<file path="src/rtl/regfile_wr_arb_pkg.sv">
// Shared types for the register-file writeback arbiter: FSM states and requester identities.
package regfile_wr_arb_pkg;
   typedef enum logic {INIT, RUN} state_t;
   typedef enum logic {REQ_ALU, REQ_MEM} req_t;
endpackage

</file>
<file path="src/rtl/regfile_wr_arb_rr_arb2.sv">
// Two-way round-robin grant: a lone requester wins; on a tie the one not granted last wins.
// Purely combinational, no backpressure of its own.
module rr_arb2
   import regfile_wr_arb_pkg::*;
(
   input  logic [1:0] req,
   input  req_t       last,
   output logic [1:0] gnt
);

   always_comb begin
      gnt = req;
      if (req == 2'b11) begin
         gnt = (last == REQ_MEM) ? 2'b01 : 2'b10;
      end
   end

endmodule

</file>
<file path="src/rtl/regfile_wr_arb.sv">
// Arbitrates ALU and load writebacks onto one registered register-file write port (1-cycle latency),
// zero-filling the file after reset or init_req; readies low while filling, otherwise round-robin.
module regfile_wr_arb
   import regfile_wr_arb_pkg::*;
#(
   parameter int WIDTH = 32,
   parameter int ADDR  = 5
) (
   input  logic                 clk,
   input  logic                 reset_n,
   input  logic                 init_req,
   input  logic                 alu_valid,
   output logic                 alu_ready,
   input  logic [ADDR-1:0]      alu_rd,
   input  logic [WIDTH-1:0]     alu_wdata,
   input  logic                 mem_valid,
   output logic                 mem_ready,
   input  logic [ADDR-1:0]      mem_rd,
   input  logic [WIDTH-1:0]     mem_wdata,
   output logic                 wr_en,
   output logic [ADDR-1:0]      wr_rd,
   output logic [WIDTH-1:0]     wr_data,
   output logic [2**ADDR-1:0]   busy,
   output logic                 init_done
);

   // Fill index carries one extra bit so "all entries issued" is distinguishable from index 0.
   localparam logic [ADDR:0] FILL_END = {1'b1, {ADDR{1'b0}}};
   localparam logic [ADDR:0] ONE      = {{ADDR{1'b0}}, 1'b1};

   state_t           state;
   state_t           state_nxt;
   logic [ADDR:0]    index;
   req_t             last_grant;
   logic [1:0]       gnt;
   logic             alu_xfer;
   logic             mem_xfer;
   logic [ADDR-1:0]  sel_rd;
   logic [WIDTH-1:0] sel_data;

   rr_arb2 u_arb (
      .req  ({mem_valid, alu_valid}),
      .last (last_grant),
      .gnt  (gnt)
   );

   always_comb begin
      alu_ready = 1'b0;
      mem_ready = 1'b0;
      if (state == RUN) begin
         alu_ready = gnt[0];
         mem_ready = gnt[1];
      end
   end

   assign alu_xfer = alu_valid & alu_ready;
   assign mem_xfer = mem_valid & mem_ready;
   assign sel_rd   = mem_xfer ? mem_rd    : alu_rd;
   assign sel_data = mem_xfer ? mem_wdata : alu_wdata;

   always_comb begin
      state_nxt = state;
      case (state)
         INIT:    if (index == FILL_END) state_nxt = RUN;
         RUN:     if (init_req) state_nxt = INIT;
         default: state_nxt = INIT;
      endcase
   end

   always_ff @(posedge clk or negedge reset_n) begin
      if (!reset_n) begin
         state      <= INIT;
         index      <= '0;
         last_grant <= REQ_MEM;
         wr_en      <= 1'b0;
         wr_rd      <= '0;
         wr_data    <= '0;
      end else begin
         state <= state_nxt;
         wr_en <= 1'b0;
         if (state == INIT) begin
            if (index != FILL_END) begin
               wr_en   <= 1'b1;
               wr_rd   <= index[ADDR-1:0];
               wr_data <= '0;
               index   <= index + ONE;
            end
         end else begin
            if (init_req) begin
               index <= '0;
            end
            // Writes to register 0 are consumed but never reach the file.
            if (alu_xfer || mem_xfer) begin
               last_grant <= mem_xfer ? REQ_MEM : REQ_ALU;
               if (sel_rd != '0) begin
                  wr_en   <= 1'b1;
                  wr_rd   <= sel_rd;
                  wr_data <= sel_data;
               end
            end
         end
      end
   end

   always_comb begin
      busy = '0;
      if (state == RUN && wr_en) begin
         busy[wr_rd] = 1'b1;
      end
   end

   assign init_done = (state == RUN);

endmodule

</file>
<file path="config.mk">
export PLATFORM = sky130hd
export DESIGN_NAME = regfile_wr_arb
export DESIGN_NICKNAME = d
export VERILOG_FILES = /design/src/rtl/regfile_wr_arb_pkg.sv /design/src/rtl/regfile_wr_arb_rr_arb2.sv /design/src/rtl/regfile_wr_arb.sv
export SDC_FILE = /design/constraint.sdc
export NUM_CORES = 1
export LEC_CHECK = 0
export CAP_MARGIN = 20
export CORE_UTILIZATION = 39
export DETAILED_ROUTE_END_ITERATION = 8
export GPL_TIMING_DRIVEN = 0
export PLACE_DENSITY = 0.81
export SETUP_SLACK_MARGIN = 0.02
export SKIP_CTS_REPAIR_TIMING = 1
export SLEW_MARGIN = 10
export SYNTH_ARGS = -nofsm -noshare
export SYNTH_HDL_FRONTEND = slang
export SYNTH_SLANG_ARGS = --single-unit
</file>
<file path="constraint.sdc">
create_clock -name clk -period 2.1 [get_ports clk]
set_clock_uncertainty 0.05 [all_clocks]
set_input_delay 0.42 -clock clk [delete_from_list [all_inputs] [get_ports clk]]
set_output_delay 0.42 -clock clk [all_outputs]
set_load 0.03 [all_outputs]
</file>
==> results of run 1 <==
-- sequential cells by signal, summed over array words and instances, names as in the netlist --
register,flops
index,6
init_done,1
last_grant,1
wr_data,32
wr_en,1
wr_rd,5
-- stage by stage --
step | std cells | util (%) | cell area (um2)
3_5_place_dp | 561 | 66.3 | 4530
6_report | 577 | 68.2 | 4660
3_3_place_gp | 560 | 66.0 | 4510
5_1_grt | 577 | 68.2 | 4660
2_1_floorplan | 313 | - | 2880
4_1_cts | 569 | 67.9 | 4640
-- kinds of logic after synthesis --
| family | Yosys count |
|---|---|
| simple gates | 144 |
| buf+inv | 26 |
| xor+xnor | 3 |
| fa+ha+maj | 2 |
| flops | 46 |
| compound gates | 54 |
| mux | 38 |
-- power by group through the flow --
stage	logic [W]	registers (W)	clock network [W]
floorplan	0.00121	0.00173	0
global placement	0.00237	0.00141	0
detailed placement	0.00242	0.00143	0
CTS	0.00243	0.00141	0.000680
global route	0.00274	0.00147	0.000725
finish	0.00255	0.00143	0.000664
-- placed cells by master (no fill, tap or decap), types with 9 or more instances in the layout --
cell / Yosys / layout
nor2_4: 0 / 11
buf_2: 5 / 9
clkdlybuf4s50_1: 0 / 114
dfrtp_1: 45 / 41
clkbuf_2: 1 / 10
mux2_2: 19 / 19
nand2_1: 43 / 40
nor2_1: 43 / 27
buf_4: 0 / 21
clkbuf_1: 9 / 9
o21ai_0: 39 / 39
buf_6: 3 / 10
mux2_4: 19 / 19
nand3_1: 40 / 40
-- final timing paths --
path,endpoint,slack [ps],depth (start not counted)
min,wr_data[0],50,1
max,wr_data[13],40,7
min in group clk,wr_data[4],470,1
min reg2reg,wr_data[4],470,1
max reg2reg,wr_data[13],140,7
max in group asynchronous,last_grant,1350,2
-- layout make-up --
cell class	count	share of cell area, %
buffer	22	3.14
clock buffer	6	1.56
clock inverter	2	0.805
inverter	3	0.242
multi-input combinational	241	35.0
sequential	46	24.8
tap	96	2.58
timing repair buffer	161	31.8
-- routing by layer --
metal  GRT usage [%]  vias to the layer above  wire, um
met2            42.0                      138      4540
li1                -                     1417         -
met4            6.36                        0       134
met3            6.10                       14       696
met5               0                        -         0
met1            28.2                     1414      3590
==> run_results.csv, run 1 <==
group,metric,value,unit
outcome,status,"finished clean",
sta,finalCritPeriodShare,98.0,%
global_route,grt_pass1_wl,13800,um
worst_setup_path,critPathLaunch,"mem_rd[1]",
cells_and_area,area_growth_syn_to_layout,67.8,%
synthesis,synthTopCellsByArea,"dfrtp_1 41%, mux2_4 10%, mux2_2 7.7%, nand3_1 7.2%, o21ai_0 7.0%",
power_and_ir_drop,p_switching,0.00194,W
place,dp_slack,-983,ps
clock_network,cts_tree,"built",
sta,fmax,486,MHz
clock_network,htreeDepth,2,
power_and_ir_drop,power.share.clock,14.3,%
cells_and_area,drive_above_1_share,27.7,%
synthesis,synth_fp_nets,394,
synthesis,yosysWarningCount,0,
sta,fin_crit,2060,ps
synthesis,avgSynthCellArea,8.88,um2
synthesis,ys_seq_elements,46,
sta,final.setup.tns,0,ps
sta,hold_viol_final,0,
global_route,grt_overflow,0,
global_route,grt_pass1_vias,2834,
place,dp_hpwl,6770,um
floorplanning,initial_core_util,40.7,%
synthesis,synth_cells,313,
power_and_ir_drop,powerDensity,996,mW/mm2
synthesis,yosysSeqAreaShare,41.5,%
power_and_ir_drop,pwr-share-seq,30.7,%
run,maxCapViolations,0,
power_and_ir_drop,combPwrFrac,55.0,%
hold_path,worstHoldPathType,"in2async",
synthesis,yosys-top-cells-count,"45 x dfrtp_1, 43 x nand2_1, 43 x nor2_1",
synthesis,synth_compound_area_share,10.8,%
power_and_ir_drop,p_total,0.00465,W
worst_setup_path,worst_path_most_repeated_cell,"buf_6",
clock_network,cts_made_buffers,5,
global_route,antenna_found_initial,0,
power_and_ir_drop,p_int,0.00271,W
cells_and_area,nFillCells,594,
worst_setup_path,cp_slowest_cell,"clkdlybuf4s50_1",
synthesis,async_flop_share,100,%
worst_setup_path,cp_num_buf_inv,3,
cells_and_area,fin_nets,561,
worst_setup_path,cp.arrival,2190,ps
detailed_routing,wl_per_cell,15.5,um
cells_and_area,area.sequential,0.00116,mm2
synthesis,synth_top_flop_cell,"dfrtp_1",
detailed_routing,ant_nets,0,
synthesis,yosysTopAreaCell,"dfrtp_1",
floorplanning,rows,30,
detailed_routing,drc,0,
global_route,grt_max_degree,25,
floorplanning,core_area,0.00683,mm2
worst_setup_path,end_kind,"flop",
clock_network,path_clk_slew,90,ps
floorplanning,die_y,86.4,um
clock_network,clock_latency,290,ps
clock_network,cts.sinks,46,
detailed_routing,viasPerCell,5.17,
worst_setup_path,cp_max_fo,10,
worst_setup_path,crit_type,"in2reg",
worst_setup_path,critical_path.top_delay_family,"buffers and inverters",
place,port_buffers,151,
synthesis,synth_xor_area_share,0.946,%
synthesis,synth_fa_ha_area_share,0.900,%
detailed_routing,drt-initial-drc-count,153,
worst_setup_path,worstPathRequired,2230,ps
power_and_ir_drop,ir_drop,0.509,mV
floorplanning,boundaryPins,152,
synthesis,synth_edf_count,0,
cells_and_area,antennaDiodeCount,0,
worst_setup_path,startpoint_type,"input port",
synthesis,yosysMostFrequentCell,"dfrtp_1",
detailed_routing,drt-total-wl,8960,um
sta,finalWorstSetupSlack,42.0,ps
sta,rsz0062_at_grt,"yes",
floorplanning,die_x,86.4,um
sta,hold_ws,50.6,ps
detailed_routing,num_vias,2983,
worst_setup_path,slowest_delay,460,ps
cells_and_area,multi_input_area,0.00163,mm2
clock_network,clockRootBuffer,"clkbuf_8",
detailed_routing,dr.pass1.iters,4,
power_and_ir_drop,switching_share,41.8,%
worst_setup_path,r2r-start,"last_grant",
synthesis,yosysTopAreaCellShare,40.5,%
sta,drv_slew,0,
worst_setup_path,cp_cell_sequence,"clkdlybuf4s50_1, nor3_1, nand4_1, a31o_2, buf_6, buf_6, mux2_4",
clock_network,clockBufferDepth,2,
floorplanning,dieArea,0.00747,mm2
place,gp_congestion,0.934,
power_and_ir_drop,p_leak,1.98,nW
synthesis,synth_mux_area_share,18.0,%
synthesis,synth_top_family_by_area,"simple AND/OR/NAND/NOR gates",
sta,max_slew.worst_pin.slew,556,ps
synthesis,ys_types,35,
synthesis,netlist_area,0.00278,mm2
sta,setup_violations,0,
sta,slew-limit-headroom,63.0,%
global_route,grt_usage,23.6,%
synthesis,synthSimpleGateAreaFrac,23.4,%
Power figures use the tool's default switching activity.
==> inputs of run 2 (changes only) <==
--- a/config.mk
+++ b/config.mk
@@ -6,10 +6,12 @@
 export NUM_CORES = 1
 export LEC_CHECK = 0
 export CAP_MARGIN = 20
-export CORE_UTILIZATION = 39
+export CELL_PAD_IN_SITES_DETAIL_PLACEMENT = 1
+export CELL_PAD_IN_SITES_GLOBAL_PLACEMENT = 2
+export CORE_UTILIZATION = 21
 export DETAILED_ROUTE_END_ITERATION = 8
 export GPL_TIMING_DRIVEN = 0
-export PLACE_DENSITY = 0.81
+export PLACE_DENSITY_LB_ADDON = 0.1
 export SETUP_SLACK_MARGIN = 0.02
 export SKIP_CTS_REPAIR_TIMING = 1
 export SLEW_MARGIN = 10
==> run_results.csv, run 2 (synthesis gave the netlist of run 1 again) <==
group,metric,value,unit
floorplanning,rows,41,
sta,hold_viol_final,0,
worst_setup_path,crit_end,"busy[8]",
worst_setup_path,cp_cell_sequence,"buf_8, nand2_4, or3_4, nor2_1, buf_4",
sta,setup_violations,1,
global_route,grt_max_degree,29,
place,dpl.cell_count,637,
worst_setup_path,startpoint_type,"flop",
cells_and_area,drive_above_1_share,30.5,%
worst_setup_path,end_kind,"output pin",
sta,fmax,475,MHz
clock_network,clockBufferDepth,2,
place,dp_hpwl,8180,um
detailed_routing,wl_met1,4470,um
clock_network,cts.sinks,46,
detailed_routing,drt-initial-drc-count,88,
sta,max_slew.worst_pin.slew,527,ps
cells_and_area,largest_reg_flops,32,
detailed_routing,drt-total-wl,10700,um
outcome,violations,"negative setup slack",
sta,drv_slew,0,
cells_and_area,stdcell_count,658,
sta,finalWorstSetupSlack,-7.20,ps
place,port_buffers,151,
worst_setup_path,timing.rr.end,"wr_data[16]",
clock_network,cts_made_buffers,5,
power_and_ir_drop,ir_drop,0.355,mV
place,gp_congestion,0.746,
worst_setup_path,cp_max_fo,8,
floorplanning,die_y,117,um
detailed_routing,met3WireLength,978,um
floorplanning,initial_core_util,21.8,%
outcome,status,"finished with violations",
cells_and_area,nFillCells,1496,
clock_network,path_clk_slew,70,ps
floorplanning,die_x,117,um
global_route,grt_overflow,0,
worst_setup_path,cp_slowest_cell,"or3_4",
global_route,antenna_found_initial,0,
sta,fin_crit,2110,ps
cells_and_area,area_growth_syn_to_layout,78.7,%
global_route,grt_pass1_wl,16400,um
worst_setup_path,critPathLaunch,"init_done",
clock_network,clock_latency,290,ps
cells_and_area,antennaDiodeCount,0,
clock_network,cts_tree,"built",
cells_and_area,reg.largest.list,"wr_data (32), index (6), wr_rd (5)",
cells_and_area,layout_commonest_cell,"clkdlybuf4s50_1",
clock_network,htreeDepth,2,
worst_setup_path,reg2reg_depth,7,
detailed_routing,wl_per_cell,16.3,um
sta,finalCritPeriodShare,100,%
worst_setup_path,slowest_delay,430,ps
cells_and_area,fin_nets,566,
cells_and_area,regMostFlops,"wr_data",
sta,slew-limit-headroom,64.8,%
global_route,grt_usage,15.8,%
global_route,grt_pass1_vias,3024,
detailed_routing,top_layer,"met4",
worst_setup_path,r2r-start,"index[0]",
detailed_routing,num_vias,2948,
worst_setup_path,worstPathRequired,1630,ps
worst_setup_path,cp.arrival,1640,ps
run,maxCapViolations,0,
hold_path,worstHoldPathType,"in2async",
power_and_ir_drop,p_leak,2.06,nW
floorplanning,boundaryPins,152,
power_and_ir_drop,p_total,0.00507,W
detailed_routing,drc,0,
floorplanning,dieArea,0.0137,mm2
detailed_routing,dr.pass1.iters,4,
worst_setup_path,rrSetupSlack,130,ps
detailed_routing,ant_nets,0,
cells_and_area,final_cell_mix,"114 x clkdlybuf4s50_1, 41 x dfrtp_1, 40 x nand2_1, 40 x nand3_1, 39 x o21ai_0",
clock_network,clockRootBuffer,"clkbuf_16",
detailed_routing,viasPerCell,4.48,
worst_setup_path,crit_type,"reg2out",
power_and_ir_drop,powerDensity,1020,mW/mm2
detailed_routing,wl_met2,5120,um
cells_and_area,area.sequential,0.00116,mm2
sta,rsz0062_at_grt,"yes",
cells_and_area,multi_input_area,0.00169,mm2
floorplanning,core_area,0.0128,mm2
run 2: where the power goes:
group / leakage [nW] / switching [W] / internal, W
combinational: 1.37 / 0.00142 / 0.00125
sequential: 0.604 / 0.000288 / 0.00115
clock: 0.0841 / 0.000361 / 0.000596
run 2: layer usage:
layer | global-route usage (%) | vias to the layer above
li1 | - | 1434
met5 | 0 | -
met1 | 18.7 | 1398
met3 | 5.15 | 10
met2 | 27.5 | 106
met4 | 4.14 | 0
run 2: how the worst min path moves through the flow:
stage               cells past startpoint     endpoint  slack (ps)   startpoint
floorplan                               0     index[0]          70      reset_n
global placement                        1  wr_data[25]         440  wr_data[25]
detailed placement                      1  wr_data[21]         360      reset_n
CTS                                     1  wr_data[21]          50      reset_n
global route                            1  wr_data[21]          70      reset_n
finish                                  1  wr_data[21]          20      reset_n
run 2: metrics by stage:
| step | worst slack, ps | TNS (ps) | hold slack, ps | area (um2) | utilization (%) |
|---|---|---|---|---|---|
| after global routing | -43.3 | -168 | 70.7 | 4970 | 38.9 |
| after CTS | -1230 | -35180 | 46.2 | 4790 | 37.5 |
| after global placement | -1240 | -82400 | 439 | 4610 | 36.1 |
| after floorplan | -186 | -1950 | 74.4 | 2880 | - |
| final | -7.20 | -7.20 | 22.3 | 4970 | 38.9 |
| after detailed placement | -1050 | -36410 | 363 | 4620 | 36.2 |
run 2: cell type report:
type,count,share of cell area (%)
Buffer,22,3.35
Clock buffer,7,2.87
Clock inverter,1,0.605
Inverter,3,0.227
Multi-Input combinational cell,241,33.9
Sequential cell,46,23.3
Tap cell,172,4.33
Timing Repair Buffer,166,31.4
run 2: critical path: cells and delay by family, from the launching register on:
family / cells / cell delay (ps)
buffers and inverters: 2 / 320
and+or+nand+nor: 3 / 610
DFF: 1 / 410
==> inputs of run 3 (changes only) <==
--- a/config.mk
+++ b/config.mk
@@ -10,6 +10,7 @@
 export CELL_PAD_IN_SITES_GLOBAL_PLACEMENT = 2
 export CORE_UTILIZATION = 21
 export DETAILED_ROUTE_END_ITERATION = 8
+export GPL_ROUTABILITY_DRIVEN = 0
 export GPL_TIMING_DRIVEN = 0
 export PLACE_DENSITY_LB_ADDON = 0.1
 export SETUP_SLACK_MARGIN = 0.02
==> results of run 3 <==
Same layout as run 2: the final DEF is identical, and so are final timing and power.
